--- src/rtl/muldiv_pkg.sv ---
// Shared op/state encodings and width check for the multiply/divide unit.
package muldiv_pkg;

  localparam logic [1:0] OP_MULT  = 2'b00;
  localparam logic [1:0] OP_MULTU = 2'b01;
  localparam logic [1:0] OP_DIV   = 2'b10;
  localparam logic [1:0] OP_DIVU  = 2'b11;

  typedef enum logic [1:0] {
    ST_IDLE = 2'd0,
    ST_CALC = 2'd1,
    ST_FIX  = 2'd2
  } state_e;

  function automatic bit width_ok(input int w);
    return (w >= 4) && ((w % 2) == 0);
  endfunction

endpackage

--- src/rtl/muldiv_step.sv ---
// One radix-2 iteration: shift-add multiply step or restoring divide step on a {hi,lo} accumulator.
module muldiv_step #(
  parameter int WIDTH = 32
) (
  input  logic               i_div,
  input  logic [2*WIDTH-1:0] i_acc,
  input  logic [WIDTH-1:0]   i_opnd,
  output logic [2*WIDTH-1:0] o_acc
);

  logic [WIDTH:0] w_sum;
  logic [WIDTH:0] w_rem_sh;
  logic [WIDTH:0] w_diff;

  always_comb begin
    w_sum    = {1'b0, i_acc[2*WIDTH-1:WIDTH]} + (i_acc[0] ? {1'b0, i_opnd} : {(WIDTH+1){1'b0}});
    // Partial remainder shifted left with the next dividend bit; needs one extra bit.
    w_rem_sh = i_acc[2*WIDTH-1:WIDTH-1];
    w_diff   = w_rem_sh - {1'b0, i_opnd};
    if (i_div) begin
      if (w_diff[WIDTH]) o_acc = {w_rem_sh[WIDTH-1:0], i_acc[WIDTH-2:0], 1'b0};
      else               o_acc = {w_diff[WIDTH-1:0], i_acc[WIDTH-2:0], 1'b1};
    end else begin
      o_acc = {w_sum, i_acc[WIDTH-1:1]};
    end
  end

endmodule

--- src/rtl/muldiv_unit.sv ---
// Iterative MULT/MULTU/DIV/DIVU with architectural HI/LO; WIDTH+2 cycle latency, busy stalls the pipe.
// Define MULDIV_FAST_MUL_EN for a single-cycle multiplier (multiply latency 2, divide unchanged).
module muldiv_unit
  import muldiv_pkg::*;
#(
  parameter int WIDTH = 32,
  parameter int CNT_W = $clog2(WIDTH + 1)
) (
  input  logic             clk,
  input  logic             rst,
  input  logic             start,
  input  logic [1:0]       op,
  input  logic [WIDTH-1:0] a,
  input  logic [WIDTH-1:0] b,
  input  logic             mthi,
  input  logic             mtlo,
  input  logic [WIDTH-1:0] wdata,
  input  logic             flush,
  output logic             busy,
  output logic             done,
  output logic [WIDTH-1:0] hi,
  output logic [WIDTH-1:0] lo
);

  if (!width_ok(WIDTH)) begin : g_bad_width
    $error("muldiv_unit: WIDTH must be >= 4 and even");
  end

  state_e               r_state;
  state_e               w_next;
  logic [CNT_W-1:0]     r_cnt;
  logic [2*WIDTH-1:0]   r_acc;
  logic [WIDTH-1:0]     r_opnd;
  logic                 r_div, r_neg, r_rneg, r_dz;
  logic [WIDTH-1:0]     r_hi, r_lo;
  logic                 r_done;

  logic                 w_signed, w_is_div, w_sa, w_sb, w_dz, w_skip_calc, w_launch, w_last;
  logic [WIDTH-1:0]     w_mag_a, w_mag_b;
  logic [2*WIDTH-1:0]   w_acc_init, w_step, w_prod;
  logic [WIDTH-1:0]     w_quo, w_rem, w_res_hi, w_res_lo;

  always_comb begin
    w_signed = 1'b0;
    w_is_div = 1'b0;
    case (op)
      OP_MULT:  w_signed = 1'b1;
      OP_MULTU: w_signed = 1'b0;
      OP_DIV:   begin w_signed = 1'b1; w_is_div = 1'b1; end
      OP_DIVU:  w_is_div = 1'b1;
      default:  w_signed = 1'b0;
    endcase
  end

  // Negating the most negative value wraps to itself, which is its correct unsigned magnitude.
  assign w_sa    = w_signed & a[WIDTH-1];
  assign w_sb    = w_signed & b[WIDTH-1];
  assign w_mag_a = w_sa ? -a : a;
  assign w_mag_b = w_sb ? -b : b;
  assign w_dz    = w_is_div && (b == '0);

`ifdef MULDIV_FAST_MUL_EN
  logic [2*WIDTH-1:0] w_fast_prod;
  assign w_skip_calc = w_dz || !w_is_div;
  assign w_fast_prod = (2*WIDTH)'(w_mag_a) * (2*WIDTH)'(w_mag_b);
`else
  assign w_skip_calc = w_dz;
`endif

  always_comb begin
    w_acc_init = {{WIDTH{1'b0}}, w_mag_b};
    if (w_dz)          w_acc_init = {a, {WIDTH{1'b1}}};
    else if (w_is_div) w_acc_init = {{WIDTH{1'b0}}, w_mag_a};
`ifdef MULDIV_FAST_MUL_EN
    else               w_acc_init = w_fast_prod;
`endif
  end

  muldiv_step #(.WIDTH(WIDTH)) u_step (
    .i_div  (r_div),
    .i_acc  (r_acc),
    .i_opnd (r_opnd),
    .o_acc  (w_step)
  );

  always_ff @(posedge clk or negedge rst) begin
    if (!rst) r_state <= ST_IDLE;
    else      r_state <= w_next;
  end

  always_comb begin
    w_next   = r_state;
    w_launch = 1'b0;
    w_last   = (r_cnt == CNT_W'(WIDTH - 1));
    case (r_state)
      ST_IDLE: if (start) begin
        w_launch = 1'b1;
        w_next   = w_skip_calc ? ST_FIX : ST_CALC;
      end
      ST_CALC: if (w_last) w_next = ST_FIX;
      ST_FIX:  w_next = ST_IDLE;
      default: w_next = ST_IDLE;
    endcase
    if (flush) begin
      w_next   = ST_IDLE;
      w_launch = 1'b0;
    end
  end

  // Divide-by-zero results are preloaded into the accumulator and bypass the sign fixup.
  always_comb begin
    w_prod = r_neg ? -r_acc : r_acc;
    w_quo  = r_neg ? -r_acc[WIDTH-1:0] : r_acc[WIDTH-1:0];
    w_rem  = r_rneg ? -r_acc[2*WIDTH-1:WIDTH] : r_acc[2*WIDTH-1:WIDTH];
    if (r_dz) begin
      w_res_hi = r_acc[2*WIDTH-1:WIDTH];
      w_res_lo = r_acc[WIDTH-1:0];
    end else if (r_div) begin
      w_res_hi = w_rem;
      w_res_lo = w_quo;
    end else begin
      w_res_hi = w_prod[2*WIDTH-1:WIDTH];
      w_res_lo = w_prod[WIDTH-1:0];
    end
  end

  always_ff @(posedge clk or negedge rst) begin
    if (!rst) begin
      r_cnt  <= '0;
      r_acc  <= '0;
      r_opnd <= '0;
      r_div  <= 1'b0;
      r_neg  <= 1'b0;
      r_rneg <= 1'b0;
      r_dz   <= 1'b0;
      r_hi   <= '0;
      r_lo   <= '0;
      r_done <= 1'b0;
    end else begin
      r_done <= 1'b0;
      if (w_launch) begin
        r_cnt  <= '0;
        r_acc  <= w_acc_init;
        r_opnd <= w_is_div ? w_mag_b : w_mag_a;
        r_div  <= w_is_div;
        r_neg  <= w_sa ^ w_sb;
        r_rneg <= w_sa;
        r_dz   <= w_dz;
      end else if (r_state == ST_CALC) begin
        r_acc <= w_step;
        r_cnt <= r_cnt + CNT_W'(1);
      end
      if (r_state == ST_IDLE) begin
        if (mthi) r_hi <= wdata;
        if (mtlo) r_lo <= wdata;
      end else if (r_state == ST_FIX && !flush) begin
        r_hi   <= w_res_hi;
        r_lo   <= w_res_lo;
        r_done <= 1'b1;
      end
    end
  end

  assign busy = (r_state != ST_IDLE);
  assign done = r_done;
  assign hi   = r_hi;
  assign lo   = r_lo;

endmodule
--- config.mk ---
export PLATFORM = sky130hd
export DESIGN_NAME = muldiv_unit
export DESIGN_NICKNAME = d
export VERILOG_FILES = /design/src/rtl/muldiv_pkg.sv /design/src/rtl/muldiv_step.sv /design/src/rtl/muldiv_unit.sv
export SDC_FILE = /design/constraint.sdc
export NUM_CORES = 1
export LEC_CHECK = 0
export BUFFER_PORTS_ARGS = -buffer_cell sky130_fd_sc_hd__buf_2
export CAP_MARGIN = 15
export CORE_MARGIN = 3
export CORE_UTILIZATION = 50
export DETAILED_ROUTE_END_ITERATION = 8
export PLACE_DENSITY = 0.78
export REMOVE_ABC_BUFFERS = 1
export SKIP_CTS_REPAIR_TIMING = 1
export SLEW_MARGIN = 20
export SYNTH_ARGS = -nofsm -noshare
export SYNTH_HDL_FRONTEND = slang
export SYNTH_SLANG_ARGS = --single-unit
--- constraint.sdc ---
create_clock -name clk -period 4.5 [get_ports clk]
set_input_delay 0.225 -clock clk [delete_from_list [all_inputs] [get_ports clk]]
set_output_delay 0.225 -clock clk [all_outputs]
set_load 0.1 [all_outputs]
=== Word level (Yosys, flattened, before mapping) ===
Index checks and enable logic that the tools add are counted.

* Word-level logic and storage cells: 82
* Flip-flop bits (word level): 173
* Bits of input ports: 104

* Equality and inequality tests: 9
* Multiplexer cells: 37
* Bitwise operators: 3
* Add/subtract/negate cells: 8
* Reduce and logical (&&, ||, !) cells: 14

{| class="wikitable"
|+ Operator list
! operator !! number
|-
| 32-bit 2-to-1 mux || 17
|-
| 64-bit 2-to-1 mux || 6
|-
| 32-bit negator || 4
|-
| 64-bit negator || 1
|-
| 32-bit by 33-bit adder with 33-bit output || 1
|-
| 33-bit by 32-bit subtractor with 33-bit output || 1
|-
| 32-bit logical NOT || 1
|-
| 6-bit 2-to-1 mux || 2
|-
| 2-bit 2-to-1 mux || 4
|-
| 1-bit 2-to-1 mux || 7
|-
| 6-bit by 1-bit adder with 6-bit output, second input constant || 1
|-
| 2-bit == test, second input constant || 3
|-
| 6-bit by 5-bit == test with 1-bit output, second input constant || 1
|-
| 3-bit != test, second input constant || 2
|-
| 2-bit AND reduction || 3
|-
| 2-bit nonzero test || 3
|-
| 2-bit logical NOT || 2
|-
| 2-bit != test, second input constant || 2
|-
| 2-bit one-hot mux with 2 select lines || 1
|-
| 2-bit OR reduction || 2
|-
| 1-bit bitwise AND || 2
|-
| 2-bit by 1-bit == test with 1-bit output, second input constant || 1
|-
| 1-bit logical AND || 2
|-
| 1-bit logical NOT || 1
|-
| 1-bit bitwise XOR || 1
|}

=== Depth between registers and ports, before layout ===
* Depth after elaboration: 8
* Depth in mapped cells: 14
* Depth with buffers taken out: 12

=== Modules after synthesis ===
Synthesis repeated with hierarchy kept, for this count alone.

* Cell total of the unflattened synthesis: 1,986
* Area, all modules: 15,753.9 um2

{| class="wikitable"
|+ By module, submodules not included
! module !! cells each !! area an instance (um2) !! seq. area each (um2) !! instances
|-
| muldiv_unit || 1,298 || 10,933.0 || 4,329.2 || 1
|-
| muldiv_step || 688 || 4,820.9 || 0.0 || 1
|}

=== Worst setup path after synthesis ===
Ideal clock, no wire load.

* Path kind: register to register
* Start point: register r_acc[0]
* End point: register r_acc[59]
* Path buffers: 2
* Cell stages (with the launch flop): 15
* Arrival: 3.237 ns
* Setup time: 0.126 ns
* Clock period less this slack: 3.363 ns
* Setup slack: 1.137 ns
* Cell sequence: dfrtp_1 -> inv_1 -> clkbuf_1 -> nor2_1 -> ha_1 -> clkbuf_1 -> a211oi_1 -> and2_1 -> nand4_1 -> a41o_1 -> o21ai_0 -> nand3b_1 -> a311oi_1 -> mux2i_1 -> o32a_1

* Cells in the longest elaborated chain, start to end: 5

{| class="wikitable"
|+ Ends and longest elaborated chain
! what !! line !! text
|-
| start, declared || muldiv_unit.sv:32 || <nowiki>logic [2*WIDTH-1:0] r_acc;</nowiki>
|-
| start signal, assigned || muldiv_unit.sv:143 || <nowiki>r_acc <= w_acc_init;</nowiki>
|-
| start signal, assigned || muldiv_unit.sv:150 || <nowiki>r_acc <= w_step;</nowiki>
|-
| 32-bit 2-to-1 mux || muldiv_step.sv:16 || <nowiki>w_sum = {1'b0, i_acc[2*WIDTH-1:WIDTH]} + (i_acc[0] ? {1'b0, i_opnd} : {(WIDTH+1){1'b0}});</nowiki>
|-
| 32-bit by 33-bit adder with 33-bit output || muldiv_step.sv:16 ||
|-
| 64-bit 2-to-1 mux || muldiv_step.sv:20 || <nowiki>if (i_div) begin</nowiki>
|-
| 64-bit 2-to-1 mux || muldiv_unit.sv:149 || <nowiki>end else if (r_state == ST_CALC) begin</nowiki>
|-
| 64-bit 2-to-1 mux || muldiv_unit.sv:141 || <nowiki>if (w_launch) begin</nowiki>
|}

Every way passes these cells. The select of a mux whose other input is x is not followed.
A chain may end at the register's enable or synchronous reset.

=== Worst setup path after layout ===
* Start point: register r_acc[0]
* End point: register r_acc[58]

The elaborated chain is that of the path after synthesis.

==> flow_summary.yaml <==
placement:
  port_buffers: 169
  hpwlAfterDp_microns: 47950
  gp_congestion: 1.066
  dp.cells: 2557
  placed_area_sq_mm: 0.01698
clock_network:
  cts_buffers: 17
  clock_latency_ns: 0.46
  ctsRootBufferMaster: "clkbuf_16"
  htreeDepth: 4
  cts_buffer_depth: 2
  clkSlewWorstSetupHoldPaths_ns: 0.08
  cts_tree: "done"
  clock-sinks: 173
outcome:
  status: "finished, final reports clean"
timing:
  clock_skew_ns: 0.01412
  setup_tns_ns: 0
  finalCritPeriodShare: 0.8438
  rsz0062_at_grt: "no"
  drv_slew: 0
  period_minus_slack_ns: 3.797
  maxSlewHeadroom: 0.2673
  setup_violations: 0
  hold_viol: 0
  tightest_slew_ns: 1.097
  fmax_mhz: 263.3
synth:
  ys_seq_area_frac: 0.2758
  ys_warn_count: 0
  ys_types: 77
  ys_ff_latch: 173
  synth_edf_count: 0
  synthFlopType: "dfrtp_1"
  async_reset_ff_frac: 1.000
  postSynthAreaPerCell_sq_um: 7.561
  syn_inst: 2076
  syn_area_sq_mm: 0.01570
floorplan:
  core_area_sq_mm: 0.03075
  rows: 64
  start_util: 0.5105
  die_area_sq_mm: 0.03356
  io-pin-count: 170
  fp.dieH_microns: 183.2
  fp.dieW_microns: 183.2
global_route:
  overflow: 0
  grt_max_degree: 114
  antenna_found_initial: 1
  use_met3: 0.08330
  track_usage: 0.3625
  use_met1: 0.4544
  grt_pass1_vias: 16070
  grt_most_used_layer: "met2"
  grt_util_met2: 0.5629
  grt_pass1_wl_microns: 93940
layout:
  final_cells: 2591
  num-nets-final: 2356
  fillers: 2957
  drive_gt1_frac: 0.1408
  mostFrequentLayoutCells: "nor2_1 (229), nand2_1 (213), a21oi_1 (196)"
  final_area_sq_mm: 0.01756
  layout_commonest_cell: "nor2_1"
  synthToLayoutAreaGrowth_pct: 11.87
pwr:
  peakVddDrop_mv: 0.4545
  finalPower_mw: 12.86
  power_density_mw_per_mm2: 732.5
  total_leakage_power_nw: 7.714
detailed_routing:
  initialDrtViolationCount: 2034
  wl_microns: 62640
  drt-wirelength-per-cell_microns: 24.18
  drcViolationCount: 0
  drt_first_pass_iters: 6
  antenna_left: 0
  vias_per_cell: 6.636
  vias: 17190
setup_path:
  crit_arrival_ns: 4.14
  crit_chain: "inv_1 > buf_4 > nor2_1 > ha_1 > a21o_1 > a211oi_1 > a21oi_1 > and3_1 > a221oi_1 > nor2b_1 > or4_1 > a41oi_1 > o21ai_1"
  cp_max_fo: 14
  r2r_cells: 13
  crit_type: "reg2reg"
  required_ns: 4.84
  cp_slowest_cell: "dfrtp_1"
  cp_slowest_stage_delay_ns: 0.44
  worstSetupStartpointType: "flip-flop"
  endpoint_kind: "flip-flop"
job:
  cap_viol_max_count: 0
hold_path:
  hp-class: "in2reg"
  holdPathStages: 2
[worst paths after layout]
path,startpoint,endpoint,slack [ns]
worst max-delay path,r_acc[0],r_acc[58],0.70
worst min-delay path,flush,r_state[0],0.003
worst max register to register,r_acc[0],r_acc[58],0.70
worst min register to register,lo[17],lo[17],0.47
max in group asynchronous,rst,r_div,3.01
min in group asynchronous,rst,r_acc[38],0.43
[through the flow]
stage               worst slack (ns)  hold WS [ns]    util
finish                        0.7028      0.002835  0.5711
global route                  0.4479      0.004083  0.5710
CTS                           0.7535      -0.01506  0.5704
detailed placement            0.7754        0.4584  0.5521
global placement              0.8354        0.4509  0.5521
floorplan                     -1.156      -0.07059       -
[metal layers]
layer  share of wire  vias up
li1                -     7722
met4           0.080        2
met5         0.00018        -
met1            0.38     8077
met2            0.43     1127
met3            0.10      265
[cell usage after synthesis (5+ instances only)]
cell type,instances,area (sq um)
clkbuf_1,115,431.7
a22oi_1,12,90.09
buf_2,5,25.02
ha_1,69,863.3
a211oi_1,39,292.8
or4_1,19,142.6
a21oi_1,197,986.0
nor2b_1,11,68.82
o211ai_1,21,157.7
a21o_1,39,292.8
or2_2,9,56.30
buf_1,17,63.81
mux2i_1,48,480.5
a221oi_1,14,122.6
and2_1,12,75.07
o31ai_1,36,270.3
dfrtp_1,173,4329
nor3_1,45,225.2
nor2_1,234,878.3
xnor2_1,100,875.8
nand2b_1,22,137.6
nand2_1,213,799.5
nand3_1,42,210.2
o21ai_0,194,970.9
nor4_1,22,137.6
o21a_1,13,97.59
mux2_2,17,191.4
o22ai_1,6,37.54
a31oi_1,28,175.2
o41ai_1,5,43.79
o221ai_1,9,78.83
nand4_1,28,175.2
a31o_2,5,43.79
and3_1,12,75.07
xor2_1,62,543.0
or3_1,28,175.2
inv_1,69,259.0
[cell type report]
cell class | instances | area, sq um | share of cell area
clock inverter | 15 | 138.9 | 0.007909
multi-input combinational | 1696 | 10630 | 0.6053
sequential | 173 | 4330 | 0.2466
clock buffer | 17 | 425.4 | 0.02423
antenna | 1 | 2.502 | 0.0001425
inverter | 70 | 262.8 | 0.01496
timing repair buffer | 223 | 1275 | 0.07260
tap | 396 | 495.5 | 0.02822
[worst max-delay path, delay by kind of cell, from the launching register on]
family,cells,cell delay (ns)
AND/OR/NAND/NOR,4,0.88
AO/OA/AOI/OAI,6,1.35
flip-flops,1,0.44
adder cells (fa/ha/maj),1,0.34
buffers and inverters,2,0.66
[logic make-up (layout without fill, tap and decap cells)]
logic type	count (synthesis)	after routing	share of synthesized area
buf+inv	207	325	0.04990
fa+ha+maj	71	71	0.05755
other cells	0	1	0
simple gates	721	721	0.2161
compound gates	677	677	0.2675
xor+xnor	162	162	0.09039
flops	173	173	0.2758
mux	65	65	0.04280
[power by group]
| part | internal [mW] | switching, mW | total (mW) | leakage, nW |
|---|---|---|---|---|
| clock | 0.736 | 0.763 | 1.50 | 0.274 |
| sequential | 2.02 | 0.777 | 2.80 | 2.08 |
| combinational | 2.85 | 5.72 | 8.57 | 5.36 |
| total | 5.60 | 7.26 | 12.9 | 7.71 |
[state kept, by name (all words and copies together), names as in the netlist, 2 cells and up]
name     flops
hi          32
lo          32
r_acc       64
r_cnt        6
r_opnd      32
r_state      2
(Power assumes the default switching activity.)
